### config.mk
export PLATFORM = sky130hd
export DESIGN_NAME = ps2_key_ctrl
export DESIGN_NICKNAME = d
export VERILOG_FILES = /design/src/rtl/ps2_key_ctrl.sv
export SDC_FILE = /design/constraint.sdc
export NUM_CORES = 1
export LEC_CHECK = 0
export BUFFER_PORTS_ARGS = -buffer_cell sky130_fd_sc_hd__buf_2
export CAP_MARGIN = 25
export CORE_ASPECT_RATIO = 2
export CORE_UTILIZATION = 45
export DETAILED_ROUTE_END_ITERATION = 8
export HOLD_SLACK_MARGIN = 0.05
export PLACE_DENSITY = 0.83
export SYNTH_ARGS = -nofsm -noshare
export SYNTH_HDL_FRONTEND = slang
export SYNTH_SLANG_ARGS = --single-unit
### constraint.sdc
create_clock -name clk -period 1.9 [get_ports clk]
set_clock_uncertainty 0.2 [all_clocks]
set_input_delay 0.38 -clock clk [delete_from_list [all_inputs] [get_ports clk]]
set_output_delay 0.38 -clock clk [all_outputs]
set_load 0.03 [all_outputs]
### src/rtl/ps2_key_ctrl.sv
// ps2_key_ctrl: sequencing controller between the PS/2 receive FIFO and the
// seven-segment display logic.
//
// It pops one byte at a time from the FIFO using a WAIT -> POP -> GAP cycle.
// It strips E0 (extended) and F0 (break) prefixes and tracks the held key.
// Typematic repeats of the held key are suppressed, and distinct presses are
// counted.
//
// Ports:
//   clk             system clock
//   rstn            synchronous reset, active-high (historical name)
//   fifo_data       head byte of the PS/2 FIFO
//   fifo_ready      FIFO non-empty, fifo_data valid
//   fifo_overflow   FIFO overflow flag
//   fifo_nextdata_n pop strobe, active-low, one cycle per byte
//   key_code        scan code of the last pressed key (prefix stripped)
//   key_ext         last pressed key carried an E0 prefix
//   key_held        last pressed key is still down
//   disp_en         segment enable, mirrors key_held
//   key_count       distinct presses, modulo 2^CNT_WIDTH
//   event_valid     one-cycle pulse per make/break event
//   event_break     qualifies event_valid: 1 = release, 0 = press
//   overflow_sticky set once fifo_overflow seen, cleared only by reset
module ps2_key_ctrl #(
  parameter int unsigned CNT_WIDTH = 8
) (
  input  logic                 clk,
  input  logic                 rstn,
  input  logic [7:0]           fifo_data,
  input  logic                 fifo_ready,
  input  logic                 fifo_overflow,
  output logic                 fifo_nextdata_n,
  output logic [7:0]           key_code,
  output logic                 key_ext,
  output logic                 key_held,
  output logic                 disp_en,
  output logic [CNT_WIDTH-1:0] key_count,
  output logic                 event_valid,
  output logic                 event_break,
  output logic                 overflow_sticky
);

  localparam logic [7:0] ExtPrefix = 8'hE0;
  localparam logic [7:0] BrkPrefix = 8'hF0;

  typedef enum logic [1:0] {StWait, StPop, StGap} state_e;

  state_e               state_q, state_d;
  logic [7:0]           byte_q, byte_d;
  logic                 nextdata_n_q, nextdata_n_d;
  logic [7:0]           key_code_q, key_code_d;
  logic                 key_ext_q, key_ext_d;
  logic                 key_held_q, key_held_d;
  logic [CNT_WIDTH-1:0] key_count_q, key_count_d;
  logic                 event_valid_q, event_valid_d;
  logic                 event_break_q, event_break_d;
  logic                 ovf_q, ovf_d;
  logic                 ext_pend_q, ext_pend_d;
  logic                 brk_pend_q, brk_pend_d;

  logic key_match;
  logic is_repeat;

  // A byte (with its pending E0 flag) naming the current key; a repeat only
  // counts while that key is actually down.
  assign key_match = (byte_q == key_code_q) && (ext_pend_q == key_ext_q);
  assign is_repeat = key_held_q && key_match;

  always_comb begin
    state_d       = state_q;
    byte_d        = byte_q;
    nextdata_n_d  = nextdata_n_q;
    key_code_d    = key_code_q;
    key_ext_d     = key_ext_q;
    key_held_d    = key_held_q;
    key_count_d   = key_count_q;
    event_valid_d = event_valid_q;
    event_break_d = event_break_q;
    ovf_d         = ovf_q | fifo_overflow;
    ext_pend_d    = ext_pend_q;
    brk_pend_d    = brk_pend_q;

    case (state_q)
      StWait: begin
        if (fifo_ready) begin
          byte_d       = fifo_data;
          nextdata_n_d = 1'b0;
          state_d      = StPop;
        end
      end

      StPop: begin
        nextdata_n_d = 1'b1;
        state_d      = StGap;
        if (byte_q == ExtPrefix) begin
          ext_pend_d = 1'b1;
        end else if (byte_q == BrkPrefix) begin
          brk_pend_d = 1'b1;
        end else begin
          ext_pend_d = 1'b0;
          brk_pend_d = 1'b0;
          if (!brk_pend_q) begin
            if (!is_repeat) begin
              key_code_d    = byte_q;
              key_ext_d     = ext_pend_q;
              key_held_d    = 1'b1;
              key_count_d   = key_count_q + CNT_WIDTH'(1);
              event_valid_d = 1'b1;
              event_break_d = 1'b0;
            end
          end else begin
            // Releases always report an event; only a matching one drops the key.
            event_valid_d = 1'b1;
            event_break_d = 1'b1;
            if (key_match) begin
              key_held_d = 1'b0;
            end
          end
        end
      end

      StGap: begin
        // Gives fifo_ready a cycle to settle after the pop.
        event_valid_d = 1'b0;
        state_d       = StWait;
      end

      default: begin
        state_d = StWait;
      end
    endcase
  end

  always_ff @(posedge clk) begin
    if (rstn) begin
      state_q       <= StWait;
      byte_q        <= 8'h00;
      nextdata_n_q  <= 1'b1;
      key_code_q    <= 8'h00;
      key_ext_q     <= 1'b0;
      key_held_q    <= 1'b0;
      key_count_q   <= '0;
      event_valid_q <= 1'b0;
      event_break_q <= 1'b0;
      ovf_q         <= 1'b0;
      ext_pend_q    <= 1'b0;
      brk_pend_q    <= 1'b0;
    end else begin
      state_q       <= state_d;
      byte_q        <= byte_d;
      nextdata_n_q  <= nextdata_n_d;
      key_code_q    <= key_code_d;
      key_ext_q     <= key_ext_d;
      key_held_q    <= key_held_d;
      key_count_q   <= key_count_d;
      event_valid_q <= event_valid_d;
      event_break_q <= event_break_d;
      ovf_q         <= ovf_d;
      ext_pend_q    <= ext_pend_d;
      brk_pend_q    <= brk_pend_d;
    end
  end

  assign fifo_nextdata_n = nextdata_n_q;
  assign key_code        = key_code_q;
  assign key_ext         = key_ext_q;
  assign key_held        = key_held_q;
  assign disp_en         = key_held_q;
  assign key_count       = key_count_q;
  assign event_valid     = event_valid_q;
  assign event_break     = event_break_q;
  assign overflow_sticky = ovf_q;

endmodule

-- Word level (Yosys, flattened, before mapping)
Cells that the tools add are included.
- bits in registers: 34
- bits of input ports: 12
- output and inout bits: 23
- reduce and logical (&&, ||, !) cells: 13
- equal/unequal tests: 13
- add/sub/neg operators: 1
- muxes and demuxes: 16
- bitwise gates (word level): 5
- operator list (cell ; count):
    $eq A8 B8 Y1 const B ; 2
    $mux W1 ; 12
    $ne A2 B2 Y1 const B ; 5
    $reduce_and A5 Y1 ; 2
    $add A8 B1 Y8 const B ; 1
    $eq A8 B8 Y1 ; 1
    $reduce_and A2 Y1 ; 4
    $reduce_and A4 Y1 ; 2
    $not A1 Y1 ; 4
    $pmux W1 S2 ; 2
    $pmux W2 S2 ; 1
    $reduce_bool A2 Y1 ; 2
    $ne A3 B3 Y1 const B ; 1
    $eq A2 B1 Y1 const B ; 1
    $eq A2 B2 Y1 const B ; 1
    $logic_and A1 B1 Y1 ; 2
    $logic_not A2 Y1 ; 1
    $mux W2 ; 1
    $ne A2 B1 Y1 const B ; 1
    $eq A1 B1 Y1 ; 1
    $or A1 B1 Y1 ; 1

-- Longest topological paths before layout
- word-level depth: 8
- gate-level depth with buffers: 6
- depth with buffers taken out: 5

-- Worst setup path after synthesis
Ideal clock, no wire load.
- kind: register -> register
- start point: reg key_code_q[3] (netlist: key_code[3])
- end point: reg key_count_q[4] (netlist: key_count[4])
- period minus slack after synthesis: 1.969 ns
- setup slack: -0.069 ns
- setup time: 0.121 ns
- arrival: 1.649 ns
- path buffers: 1
- stages on the path, launching flop included: 7
- path through: dfxtp_1 xnor2_1 nand4_1 nor3_2 buf_4 nor3_1 mux2_2
- longest elaborated chain between the ends: 5
- ends and longest elaborated chain (what ; RTL line ; text):
    from (decl) ; 51 ; logic [7:0] key_code_q, key_code_d;
    from (signal assigned) ; 152 ; key_code_q <= key_code_d;
    $eq A8 B8 Y1 ; 66 ; assign key_match = (byte_q == key_code_q) && (ext_pend_q == key_ext_q);
    $logic_and A1 B1 Y1 ; 66 ;
    $logic_and A1 B1 Y1 ; 67 ; assign is_repeat = key_held_q && key_match;
    $not A1 Y1 (no source line) ; -- ;
    $reduce_and A5 Y1 (no source line) ; -- ;
    to (signal assigned) ; 155 ; key_count_q <= key_count_d;
    to (decl) ; 54 ; logic [CNT_WIDTH-1:0] key_count_q, key_count_d;
Every way passes these cells.
A chain may end at the register's enable or synchronous reset.

-- Worst setup path in the final report
- start point: reg state_q[1]
- end point: reg key_count_q[3] (netlist: key_count[3])
- longest elaborated chain between the ends: 2
- ends and longest elaborated chain (what ; RTL line ; text):
    from (decl) ; 48 ; state_e state_q, state_d;
    from (signal assigned) ; 136 ; state_q <= StWait;
    from (signal assigned) ; 149 ; state_q <= state_d;
    $eq A2 B1 Y1 ; 83 ; case (state_q)
    $reduce_and A5 Y1 (no source line) ; -- ;
Every way passes these cells.

==> results.ini <==
[status]
status=finished with violations
violations=negative setup slack

[finish]
diodes=0
nets=227
drive_gt1_frac=0.374
final_core_util=0.588
final_cells=246
fin_area_um2=1990
area_growth_pct=25.7

[logic_synthesis]
async_reset_ff_frac=0
synthTopCellsByArea=dfxtp_1 43%, mux2i_1 11%, nand2b_1 6.3%
synth_cell_types=34
synth_nets=178
syn-cell-area_um2=1580
yosysSeqAreaShare=0.431
synthSimpleGateAreaFrac=0.244
synth-xor-area-share=0.0499
synthMostInstantiatedCell=dfxtp_1
synth_ff_type=dfxtp_1
synth_top_family_by_area=simple AND/OR/NAND/NOR gates
yosys_warnings=0
yosysTopAreaCellShare=0.431
synthAdderAreaFrac=0.00792
syn_avg_cell_area_um2=9.58
synth_compound_area_frac=0.0911
synth_top_area_cell=dfxtp_1
netlist_instances=165
ys_ff_latch=34
yosys-top-cells-count=34 x dfxtp_1, 17 x mux2i_1, 16 x nand2b_1, 15 x nor2_1
synth_enable_flop_cells=0
yosys-mux-area-fraction=0.131

[clocking]
clk_path_buf_depth=2
clkTransAtPathRegs_ns=0.07
cts_sinks=34
cts_tree=done
htree_levels=2
clock_latency_ns=0.28
postCtsHoldBufs=0
root_buffer=clkbuf_8
cts_buffers=5

[sta]
hold_ws_ns=0.117
setup_viol=1
drv_slew=0
slew_headroom=0.609
fin_crit_ns=1.91
layout_setup_ws_ns=-0.00908
rsz0062_at_grt=true
finalCritPeriodShare=1.00
fmax_mhz=524
hold_violations=0
worstMarginPinSlew_ns=0.587

[critical_path]
slowest_stage=or4_1
crit_fanout=5
arrival_ns=1.92
cp-start-kind=register
cp.required_ns=1.91
cp-end-kind=register
slowest_delay_ns=0.55
crit_type=register to register
path_cells=and2b_2 > o41ai_4 > nand2b_2 > or4_1 > a21oi_2

[global_routing]
grt_max_degree=39
grt_pass1_vias=1226
antenna_found_initial=0
grt_usage=0.198
grt_first_pass_wirelength_mm=5.56
overflow=0

[place]
dpl_worst_slack_ns=0.0360
place.gp.congestion=0.811
dp_hpwl_mm=2.49
numPortBuffers=34
place_area_um2=1860
numPlacedInstances=235

[route]
wl_per_cell_um=14.2
vias=1330
drc=0
drt-initial-drc-count=46
vias_per_cell=5.41
routed_wl_mm=3.49
ant_nets=0
detail_route.first_pass.iterations=6

[floorplanning]
fp.dieArea_um2=3770
die_h_um=85.8
initial_core_util=0.468
die_x_um=43.9
floorplan.rows=30
num_io_pins=35
fp.coreArea_um2=3380

[power]
p_leak_uw=0.000851
ir_worst_vdd_mv=0.821
powerDensity_nw_per_um2=761

[min_path]
hp-class=primary input to register

[job]
maxCapViolCount=0

cells in the final DEF, fill, tap and decap left out, types with 2 or more instances in the layout:
master	instances
buf_2	34
dfxtp_1	20
mux2i_1	17
nand2b_1	16
nor2_1	15
dfxtp_2	14
buf_4	13
xnor2_1	9
a21oi_1	8
inv_1	6
nand3_1	6
nand2_1	5
nor3_1	5
nor2b_1	5
or4_1	5
clkbuf_8	5
o31ai_1	4
or2b_1	2
mux2_2	2
o21ai_0	2
clkinv_2	2
final cells by class:
type	instances	area [um2]
clock buffers	5	68.8
clock inverters	2	10.0
fillers	308	1390
inverters	6	22.5
multi-input cells	118	847
flip-flops and latches	34	698
well taps	32	40.0
repair buffers	49	299
flip-flops by register name, indices dropped and copies added, names as in the netlist:
name	cells
disp_en	1
event_valid	1
brk_pend_q	1
overflow_sticky	1
key_ext	1
key_code	8
event_break	1
fifo_nextdata_n	1
byte_q	8
key_count	8
state_q	2
ext_pend_q	1
critical path: cells and delay by family (launching register included):
kind / cells / cell delay (ns)
and+or+nand+nor: 3 / 1.03
DFF: 1 / 0.32
AOI/OAI and AO/OA: 2 / 0.28
stage by stage:
step           setup TNS [ns]  total power, uW
5_1_grt                -0.160             1580
6_report             -0.00908             1510
4_1_cts                     0             1510
3_5_place_dp                0             1020
2_1_floorplan               0              942
3_3_place_gp                0             1010
what timing repair did:
action                                  4_1_cts  5_1_grt
endpoints found under the setup margin        0       13
resized for setup                             0        8
setup buffers                                 0        3
logic make-up (layout without fill, tap and decap cells):
group                    Yosys count  after routing
XOR/XNOR                           9              9
flip-flops                        34             34
multiplexers                      20             20
AND/OR/NAND/NOR                   67             68
AO/OA/AOI/OAI                     20             20
buffers and inverters             14             62
adder cells (fa/ha/maj)            1              1
power breakdown:
group	total [uW]	internal [uW]	switching, uW
registers	771	744	27.4
logic	239	109	131
clock network	500	246	254
path summary, 6_finish.rpt:
| path | slack [ns] | endpoint | depth (start not counted) | start |
|---|---|---|---|---|
| min | 0.12 | overflow_sticky | 3 | fifo_overflow |
| max reg2reg | -0.009 | key_count[3] | 5 | state_q[1] |
| max | -0.009 | key_count[3] | 5 | state_q[1] |
| min reg2reg | 0.24 | state_q[0] | 1 | state_q[0] |
layer usage:
layer | GRT usage | wire, um
met1 | 0.218 | 1310
met2 | 0.331 | 1890
met3 | 0.0400 | 139
met4 | 0.127 | 150
met5 | 0 | 0
Power figures use the tool's default switching activity.
